===== config.mk =====
export PLATFORM = sky130hd
export DESIGN_NAME = multiword_cla_sequencer
export DESIGN_NICKNAME = d
export VERILOG_FILES = /design/src/rtl/cla_pkg.sv /design/src/rtl/multiword_cla_sequencer_slice.sv /design/src/rtl/multiword_cla_sequencer.sv
export SDC_FILE = /design/constraint.sdc
export NUM_CORES = 1
export LEC_CHECK = 0
export CAP_MARGIN = 20
export CORE_ASPECT_RATIO = 1.75
export CORE_MARGIN = 2
export CORE_UTILIZATION = 50
export DETAILED_ROUTE_END_ITERATION = 12
export GPL_ROUTABILITY_DRIVEN = 0
export PLACE_DENSITY = 0.78
export RECOVER_POWER = 25
export REMOVE_ABC_BUFFERS = 1
export SYNTH_ARGS = -nofsm -noshare
export SYNTH_HDL_FRONTEND = slang
export SYNTH_SLANG_ARGS = --single-unit

===== constraint.sdc =====
create_clock -name clk -period 10.9 [get_ports clk]
set_clock_uncertainty 0.15 [all_clocks]
set_input_delay 1.635 -clock clk [delete_from_list [all_inputs] [get_ports clk]]
set_output_delay 1.635 -clock clk [all_outputs]
set_load 0.02 [all_outputs]

===== src/rtl/cla_pkg.sv =====
// Shared types and default sizing for the multi-word CLA sequencer.
package cla_pkg;

  localparam int NBITS  = 16;
  localparam int NWORDS = 4;

  typedef enum logic [1:0] {
    IDLE = 2'd0,
    BUSY = 2'd1,
    DONE = 2'd2
  } state_t;

endpackage


===== src/rtl/multiword_cla_sequencer_slice.sv =====
// Combinational carry-lookahead adder used as the one-word slice of the sequencer.
module CarryLookAheadAdderAlwaysComb #(
  parameter int Nbits = 16
) (
  input  logic [Nbits-1:0] a_in,
  input  logic [Nbits-1:0] b_in,
  input  logic             Cin,
  output logic [Nbits-1:0] sum,
  output logic             Cout
);

  logic [Nbits-1:0] gen;
  logic [Nbits-1:0] prop;
  logic [Nbits:0]   carry;

  // Each carry is expanded from generate/propagate terms of the bits below it.
  always_comb begin
    gen      = a_in & b_in;
    prop     = a_in ^ b_in;
    carry    = '0;
    carry[0] = Cin;
    for (int i = 0; i < Nbits; i++) begin
      carry[i+1] = gen[i] | (prop[i] & carry[i]);
    end
    sum  = prop ^ carry[Nbits-1:0];
    Cout = carry[Nbits];
  end

endmodule


===== src/rtl/multiword_cla_sequencer.sv =====
// Wide adder that pushes one Nbits word per cycle through a single CLA slice,
// chaining the carry between words in a register.
module multiword_cla_sequencer
  import cla_pkg::*;
#(
  parameter int Nbits  = NBITS,
  parameter int Nwords = NWORDS
) (
  input  logic                      clk,
  input  logic                      rst_n,
  input  logic                      start,
  input  logic [Nbits*Nwords-1:0]   a_in,
  input  logic [Nbits*Nwords-1:0]   b_in,
  input  logic                      Cin,
  output logic                      ready,
  output logic                      busy,
  output logic                      done,
  output logic [Nbits*Nwords-1:0]   sum,
  output logic                      Cout
);

  localparam int W     = Nbits * Nwords;
  localparam int IDX_W = $clog2(Nwords);
  localparam logic [IDX_W-1:0] LAST_IDX = IDX_W'(Nwords - 1);

  state_t           state;
  state_t           next_state;
  logic [IDX_W-1:0] idx;
  logic [W-1:0]     a_reg;
  logic [W-1:0]     b_reg;
  logic             carry;
  logic [Nbits-1:0] slice_sum;
  logic             slice_cout;

  CarryLookAheadAdderAlwaysComb #(
    .Nbits(Nbits)
  ) u_slice (
    .a_in (a_reg[idx*Nbits +: Nbits]),
    .b_in (b_reg[idx*Nbits +: Nbits]),
    .Cin  (carry),
    .sum  (slice_sum),
    .Cout (slice_cout)
  );

  always_ff @(posedge clk or negedge rst_n) begin
    if (!rst_n) begin
      state <= IDLE;
    end else begin
      state <= next_state;
    end
  end

  always_comb begin
    next_state = state;
    ready      = 1'b0;
    busy       = 1'b0;
    done       = 1'b0;
    case (state)
      IDLE: begin
        ready = 1'b1;
        if (start) next_state = BUSY;
      end
      BUSY: begin
        busy = 1'b1;
        if (idx == LAST_IDX) next_state = DONE;
      end
      DONE: begin
        done       = 1'b1;
        next_state = IDLE;
      end
      default: next_state = IDLE;
    endcase
  end

  // Upper words of sum are deliberately left alone on start; they are overwritten
  // word by word, and only the DONE cycle onward guarantees a consistent result.
  always_ff @(posedge clk or negedge rst_n) begin
    if (!rst_n) begin
      idx   <= '0;
      a_reg <= '0;
      b_reg <= '0;
      carry <= 1'b0;
      sum   <= '0;
      Cout  <= 1'b0;
    end else begin
      case (state)
        IDLE: begin
          if (start) begin
            a_reg <= a_in;
            b_reg <= b_in;
            carry <= Cin;
            idx   <= '0;
          end
        end
        BUSY: begin
          sum[idx*Nbits +: Nbits] <= slice_sum;
          carry                   <= slice_cout;
          if (idx == LAST_IDX) begin
            Cout <= slice_cout;
            idx  <= '0;
          end else begin
            idx <= idx + IDX_W'(1);
          end
        end
        default: ;
      endcase
    end
  end

endmodule


==> impl_metrics.csv, run 1 <==
group,metric,value,unit
clock_tree,cts_buffers,17,
timing,fin_crit,8.69,ns
yosys,netlist_area,8700,µm²
placed_design,dpl-instance-area,10800,µm²
drt,firstDrtPassIters,4,
yosys,syn_area_per_cell,14.7,µm²
floorplanning,die-height,179,µm
yosys,synthArstFlopShare,1.00,
clock_tree,clkSinkCount,198,
critical_path,cp_slowest_stage_delay,1.65,ns
final_layout,final_area,11400,µm²
floorplanning,core_area,17000,µm²
power_and_ir_drop,p_comb_frac,0.485,
worst_hold_path,min_path_cells,2,
yosys,ys_ff_latch,198,
timing,setup_viol,0,
critical_path,path_common_cell,"fa_1",
clock_tree,cts_tree,"built",
yosys,synth_ff_type,"dfrtp_1",
final_layout,nets,937,
clock_tree,clk_pin_slew_worst_paths,0.07,ns
power_and_ir_drop,netSwitchingPower,1.40,mW
yosys,synth_fa_ha_area_frac,0.0454,
floorplanning,rows,63,
power_and_ir_drop,p_clk_frac,0.170,
yosys,synth_edf_count,0,
floorplanning,dieWidth,104,µm
clock_tree,cts_hold_buf,0,
clock_tree,cts-resized-gates,0,
critical_path,r2r_setup_slack,2.21,ns
timing,min_period_over_period,0.797,
placed_design,dpl.hpwl,15000,µm
timing,worst_slew_pin_slew,5.90,ns
run,max_cap_violations,3,
timing,finalHoldViolations,0,
critical_path,worstRegToRegCells,19,
critical_path,critPathArrivalTime,8.81,ns
drt,dr.first_iter.drc_count,241,
critical_path,cp-start-kind,"flip-flop",
drt,wirelength,21000,µm
grt,grt-ovfl-total,0,
drt,wl_per_cell,20.5,µm
clock_tree,post_cts_buffers,0,
clock_tree,htreeDepth,4,
floorplanning,start_util,0.511,
grt,antenna_found_initial,0,
grt,track_usage,0.240,
final_layout,final_core_util,0.669,
clock_tree,clk_latency,0.43,ns
yosys,yosys_warnings,0,
timing,maxSlewHeadroom,-2.93,
critical_path,crit_slowest_cell,"clkbuf_1",
run_status,violations,"capacitance limit, slew limit",
critical_path,cp_max_fo,29,
power_and_ir_drop,p_per_area,322,nW/µm²
timing,rsz0062_at_grt,"no",
power_and_ir_drop,p_total,3.67,mW
clock_tree,cts_root_buffer,"clkbuf_16",
critical_path,cp-end-kind,"flip-flop",
floorplanning,io-pin-count,200,
yosys,yosysTopAreaCellShare,0.569,
power_and_ir_drop,intPower,2.27,mW
power_and_ir_drop,swShare,0.382,
power_and_ir_drop,p_seq_frac,0.345,
grt,grt_pass1_wl,33500,µm
run_status,status,"finished with violations",
placed_design,dpl_worst_slack,3.08,ns
yosys,yosys-top-cells-count,"198 x dfrtp_1, 98 x mux2_1, 54 x nand2_1",
drt,via_per_inst,5.49,
yosys,yosysMostFrequentCell,"dfrtp_1",
yosys,synth_top_family_by_area,"multiplexers",
worst_hold_path,hold_class,"reg2reg",
drt,ant_nets,0,
yosys,syn_inst,592,
critical_path,path_cells,"clkbuf_1 -> mux4_2 -> inv_1 -> fa_1 -> fa_1 -> fa_1 -> fa_1 -> fa_1 -> fa_1 -> fa_1 -> fa_1 -> fa_1 -> fa_1 -> fa_1 -> fa_1 -> inv_1 -> fa_1 -> inv_1 -> o2bb2ai_1",
grt,grt_max_degree,112,
yosys,synth_compound_area_frac,0.0530,
placed_design,portBuffers,199,
final_layout,diodes,0,
power_and_ir_drop,ir_drop,154,µV
final_layout,final_layout_size_suffix_gt1_frac,0.133,
yosys,yosys.area_share.xor_xnor,0,
critical_path,crit_required,11.02,ns
timing,slew_viol_final,185,
timing,fin_tns_setup,0,ns
drt,drt_drc_violations_left,0,
final_layout,syn_to_final_growth,30.9,%
yosys,yosysTopAreaCell,"dfrtp_1",
timing,post-route-worst-setup-slack,2.21,ns
yosys,seq_area_frac_synth,0.569,
grt,grt_pass1_vias,6299,
timing,fmax,115,MHz
yosys,synth_area_leaders,"dfrtp_1 57%, mux2_1 13%, mux4_2 8.3%",
yosys,synth-simple-area-share,0.0395,
critical_path,worstSetupPathType,"reg2reg",
clock_tree,clk_path_buf_depth,2,
power_and_ir_drop,p_leak,4.80,nW
yosys,synth_mux_area_frac,0.250,
yosys,synth_cell_types,31,
drt,vias,5615,
floorplanning,fp.dieArea,18500,µm²
worst max-delay path, delay by kind of cell, from the launching register on:
family | cells | cell delay [ns]
muxes | 1 | 0.48
buffers and inverters | 4 | 1.94
adders and majority gates | 13 | 5.23
AOI/OAI and AO/OA | 1 | 0.10
DFF | 1 | 0.61
routing by layer:
metal	wire [µm]	share of wire	up-vias	global-route usage
met1	7290	0.35	2892	0.259
li1	-	-	2476	-
met3	1070	0.051	48	0.0512
met4	909	0.043	0	0.119
met2	11700	0.56	199	0.445
met5	0	0	-	0
power by group through the flow:
stage	Sequential (mW)	Clock, mW	Combinational [mW]
2_1_floorplan	1.33	0	1.11
3_3_place_gp	1.26	0	1.73
3_5_place_dp	1.28	0	1.79
4_1_cts	1.27	0.637	1.81
5_1_grt	1.31	0.669	1.97
6_report	1.27	0.625	1.78
metrics by stage:
stage / instances / hold slack (ns)
2_1_floorplan: 557 / 0.303
3_3_place_gp: 990 / 0.312
3_5_place_dp: 990 / 0.316
4_1_cts: 1021 / 0.332
5_1_grt: 1022 / 0.353
6_report: 1022 / 0.326
layout by cell type, fill, tap and decap left out, drive strengths merged:
cell,synthesis,layout
buf,29,6
dfrtp,198,198
inv,35,40
clkinv,0,4
fa,16,16
nor2,3,3
nand3b,3,3
or3,1,1
o31ai,17,17
a21oi,1,1
nor2b,3,3
ha,6,6
a21o,1,1
o41ai,1,1
clkdlybuf4s50,0,198
clkinvlp,0,1
nand4,1,1
mux2,129,129
bufinv,0,2
o2bb2ai,16,16
a22oi,1,1
nor4bb,1,1
nand2b,1,1
o21ai,33,33
mux4,32,32
clkbuf,6,22
nor3b,2,2
nand2,54,54
and2,1,1
nand3,1,1
path summary, 6_finish.rpt:
kind,startpoint,to
setup / recovery,idx[0],sum[15]
hold / removal,sum[16],sum[16]
setup reg to reg,idx[0],sum[15]
hold reg to reg,sum[16],sum[16]
max in group asynchronous,rst_n,idx[0]
min in group asynchronous,rst_n,b_reg[41]
kinds of logic after synthesis:
logic type | after synthesis
buf+inv | 70
mux | 161
compound gates | 70
flops | 198
simple gates | 71
fa+ha+maj | 22
cell type report:
cell class                      instances  area, µm²
Clock buffer                           19        443
Clock inverter                         12        144
Fill cell                            1284       5640
Inverter                               35        131
Multi-Input combinational cell        324       3380
Sequential cell                       198       4960
Tap cell                              227        284
Timing Repair Buffer                  207       2050
Power figures use the tool's default switching activity.
==> inputs of run 2 (changes only) <==
- CORE_UTILIZATION: 50 -> 46
- PLACE_DENSITY: 0.78 -> 0.75
- clock period: 10.9 -> 6.96 ns (I/O delays scaled with it)
==> run 2 against run 1 <==
Net effect:
- the run still ends with capacitance limit, slew limit left
- total power increased by 62%
- register-to-register slack got worse by 2.2 ns
- clock-buffer cell count decreased by 1
- setup slack got worse by 2.2 ns
- via count decreased by 1.1%
- sequential power increased by 55%
- die area increased by 8.4%
- maximum frequency increased by 25%
- highest routed layer unchanged
==> impl_metrics.csv, run 2 (synthesis results as in run 1) <==
group,metric,value,unit
power_and_ir_drop,p_per_area,515,nW/µm²
grt,grt_pass1_wl,33300,µm
floorplanning,start_util,0.468,
critical_path,worstRegToRegCells,21,
clock_tree,clk_latency,0.43,ns
timing,maxSlewHeadroom,-2.27,
floorplanning,core_area,18600,µm²
final_layout,final_core_util,0.620,
final_layout,num-fill-cells,1416,
timing,worst_slew_pin_slew,4.90,ns
placed_design,dpl.hpwl,15400,µm
power_and_ir_drop,p_seq_frac,0.333,
drt,via_per_inst,5.33,
critical_path,cp_max_fo,5,
critical_path,r2r-end,"sum[63]",
critical_path,cp-end-kind,"flip-flop",
clock_tree,htreeDepth,4,
power_and_ir_drop,p_comb_frac,0.501,
timing,slew_viol_final,136,
drt,firstDrtPassIters,4,
critical_path,cp-start-kind,"flip-flop",
placed_design,place_inst,1006,
floorplanning,fp.dieArea,20100,µm²
critical_path,crit_path_start,"idx[0]",
grt,grt-ovfl-total,0,
clock_tree,clk_path_buf_depth,2,
power_and_ir_drop,p_clk_frac,0.167,
timing,rsz0062_at_grt,"yes",
floorplanning,rows,66,
timing,fmax,144,MHz
floorplanning,io-pin-count,200,
power_and_ir_drop,p_leak,4.84,nW
critical_path,crit_required,7.09,ns
power_and_ir_drop,swShare,0.386,
drt,ant_nets,0,
worst_hold_path,hold_class,"reg2reg",
final_layout,layoutNonFillerInstCount,1041,
final_layout,nets,944,
clock_tree,cts_root_buffer,"clkbuf_16",
power_and_ir_drop,p_total,5.93,mW
drt,vias,5553,
clock_tree,clk_pin_slew_worst_paths,0.07,ns
timing,min_period_over_period,0.998,
critical_path,r2r_setup_slack,0.01,ns
drt,drt_drc_violations_left,0,
critical_path,regToRegStartpoint,"idx[0]",
power_and_ir_drop,netSwitchingPower,2.29,mW
final_layout,layout_commonest_cell,"clkdlybuf4s50_1",
clock_tree,clkSinkCount,198,
grt,antenna_found_initial,0,
drt,wl_per_cell,20.5,µm
power_and_ir_drop,intPower,3.64,mW
placed_design,portBuffers,199,
run_status,violations,"capacitance limit, slew limit",
run_status,status,"finished with violations",
final_layout,final_layout_size_suffix_gt1_frac,0.163,
timing,setup_viol,0,
final_layout,syn_to_final_growth,32.3,%
run,max_cap_violations,2,
clock_tree,cts_tree,"built",
clock_tree,cts_buffers,17,
critical_path,cp-endpoint,"sum[63]",
final_layout,diodes,0,
timing,finalHoldViolations,0,
timing,fin_crit,6.95,ns
power_and_ir_drop,ir_drop,225,µV
floorplanning,dieWidth,108,µm
drt,dr.first_iter.drc_count,183,
drt,wirelength,21400,µm
critical_path,worstSetupPathType,"reg2reg",
grt,grt_pass1_vias,6203,
grt,grt_max_degree,112,
critical_path,critPathArrivalTime,7.08,ns
floorplanning,die-height,186,µm
clock_tree,cts_hold_buf,0,
final_layout,final_cell_mix,"198 x clkdlybuf4s50_1, 196 x dfrtp_1, 98 x mux2_1",
grt,track_usage,0.224,
run 2: area by class of cell:
class / count / area [µm²] / share of cell area
flip-flops and latches: 198 / 4960 / 0.431
clock buffers: 18 / 429 / 0.0373
well taps: 238 / 298 / 0.0259
repair buffers: 214 / 2120 / 0.184
clock inverters: 14 / 163 / 0.0141
multi-input cells: 324 / 3420 / 0.297
inverters: 35 / 131 / 0.0114
run 2: power by group through the flow:
stage                     clock network (mW)  logic [mW]  registers (mW)
final                                  0.989        2.97            1.97
after global routing                    1.05        3.27            2.04
after CTS                               1.01        3.00            1.98
after detailed placement                   0        2.86            2.00
after global placement                     0        2.76            1.95
after floorplan                            0        1.73            2.09
run 2: worst min-delay path by stage:
stage                     startpoint   endpoint  depth (start not counted)
final                      b_reg[60]  b_reg[60]                          1
after global routing         sum[20]    sum[20]                          2
after CTS                  b_reg[60]  b_reg[60]                          1
after detailed placement   b_reg[41]  b_reg[41]                          1
after global placement     b_reg[32]  b_reg[32]                          1
after floorplan            a_reg[32]  a_reg[32]                          1
run 2: repair_timing:
| item | 4_1_cts | 5_1_grt |
|---|---|---|
| pin swaps | 2 | 2 |
| endpoints found under the setup margin | 12 | 4 |
| gates resized for setup | 16 | 0 |
| buffers inserted | 1 | 1 |
run 2: per-stage QoR:
stage          setup WS (ns)  hold slack, ns  setup TNS [ns]  instance area, µm²
6_report              0.0123           0.330               0               11500
2_1_floorplan          -1.41           0.303          -18.13                8460
5_1_grt               -0.216           0.349           -1.03               11500
3_3_place_gp          -0.647           0.312           -3.98               10900
4_1_cts               -0.101           0.336          -0.329               11500
3_5_place_dp          -0.763           0.319           -5.21               10900
run 2: routing by layer:
| layer | part of all wire | GRT usage |
|---|---|---|
| met5 | 0 | 0 |
| met4 | 0.039 | 0.108 |
| met3 | 0.046 | 0.0385 |
| met2 | 0.56 | 0.410 |
| met1 | 0.35 | 0.247 |
run 2: worst max-delay path: stages, from the launching register on:
cell and delay, ns:
dfrtp_2 0.46, buf_4 0.15, mux4_2 0.31, inv_1 0.06, fa_2 0.39, fa_2 0.38
fa_2 0.35, fa_2 0.36, fa_2 0.35, fa_2 0.35, fa_2 0.35, fa_2 0.36
fa_2 0.35, fa_2 0.35, fa_2 0.35, fa_2 0.37, fa_2 0.36, fa_2 0.35
inv_2 0.06, fa_1 0.41, inv_2 0.09, o21ai_0 0.08
==> inputs of run 3 (changes only) <==
- CTS_CLUSTER_SIZE: not set -> 10
==> results of run 3 <==
No change in the layout: final DEF, timing and power equal those of run 2.
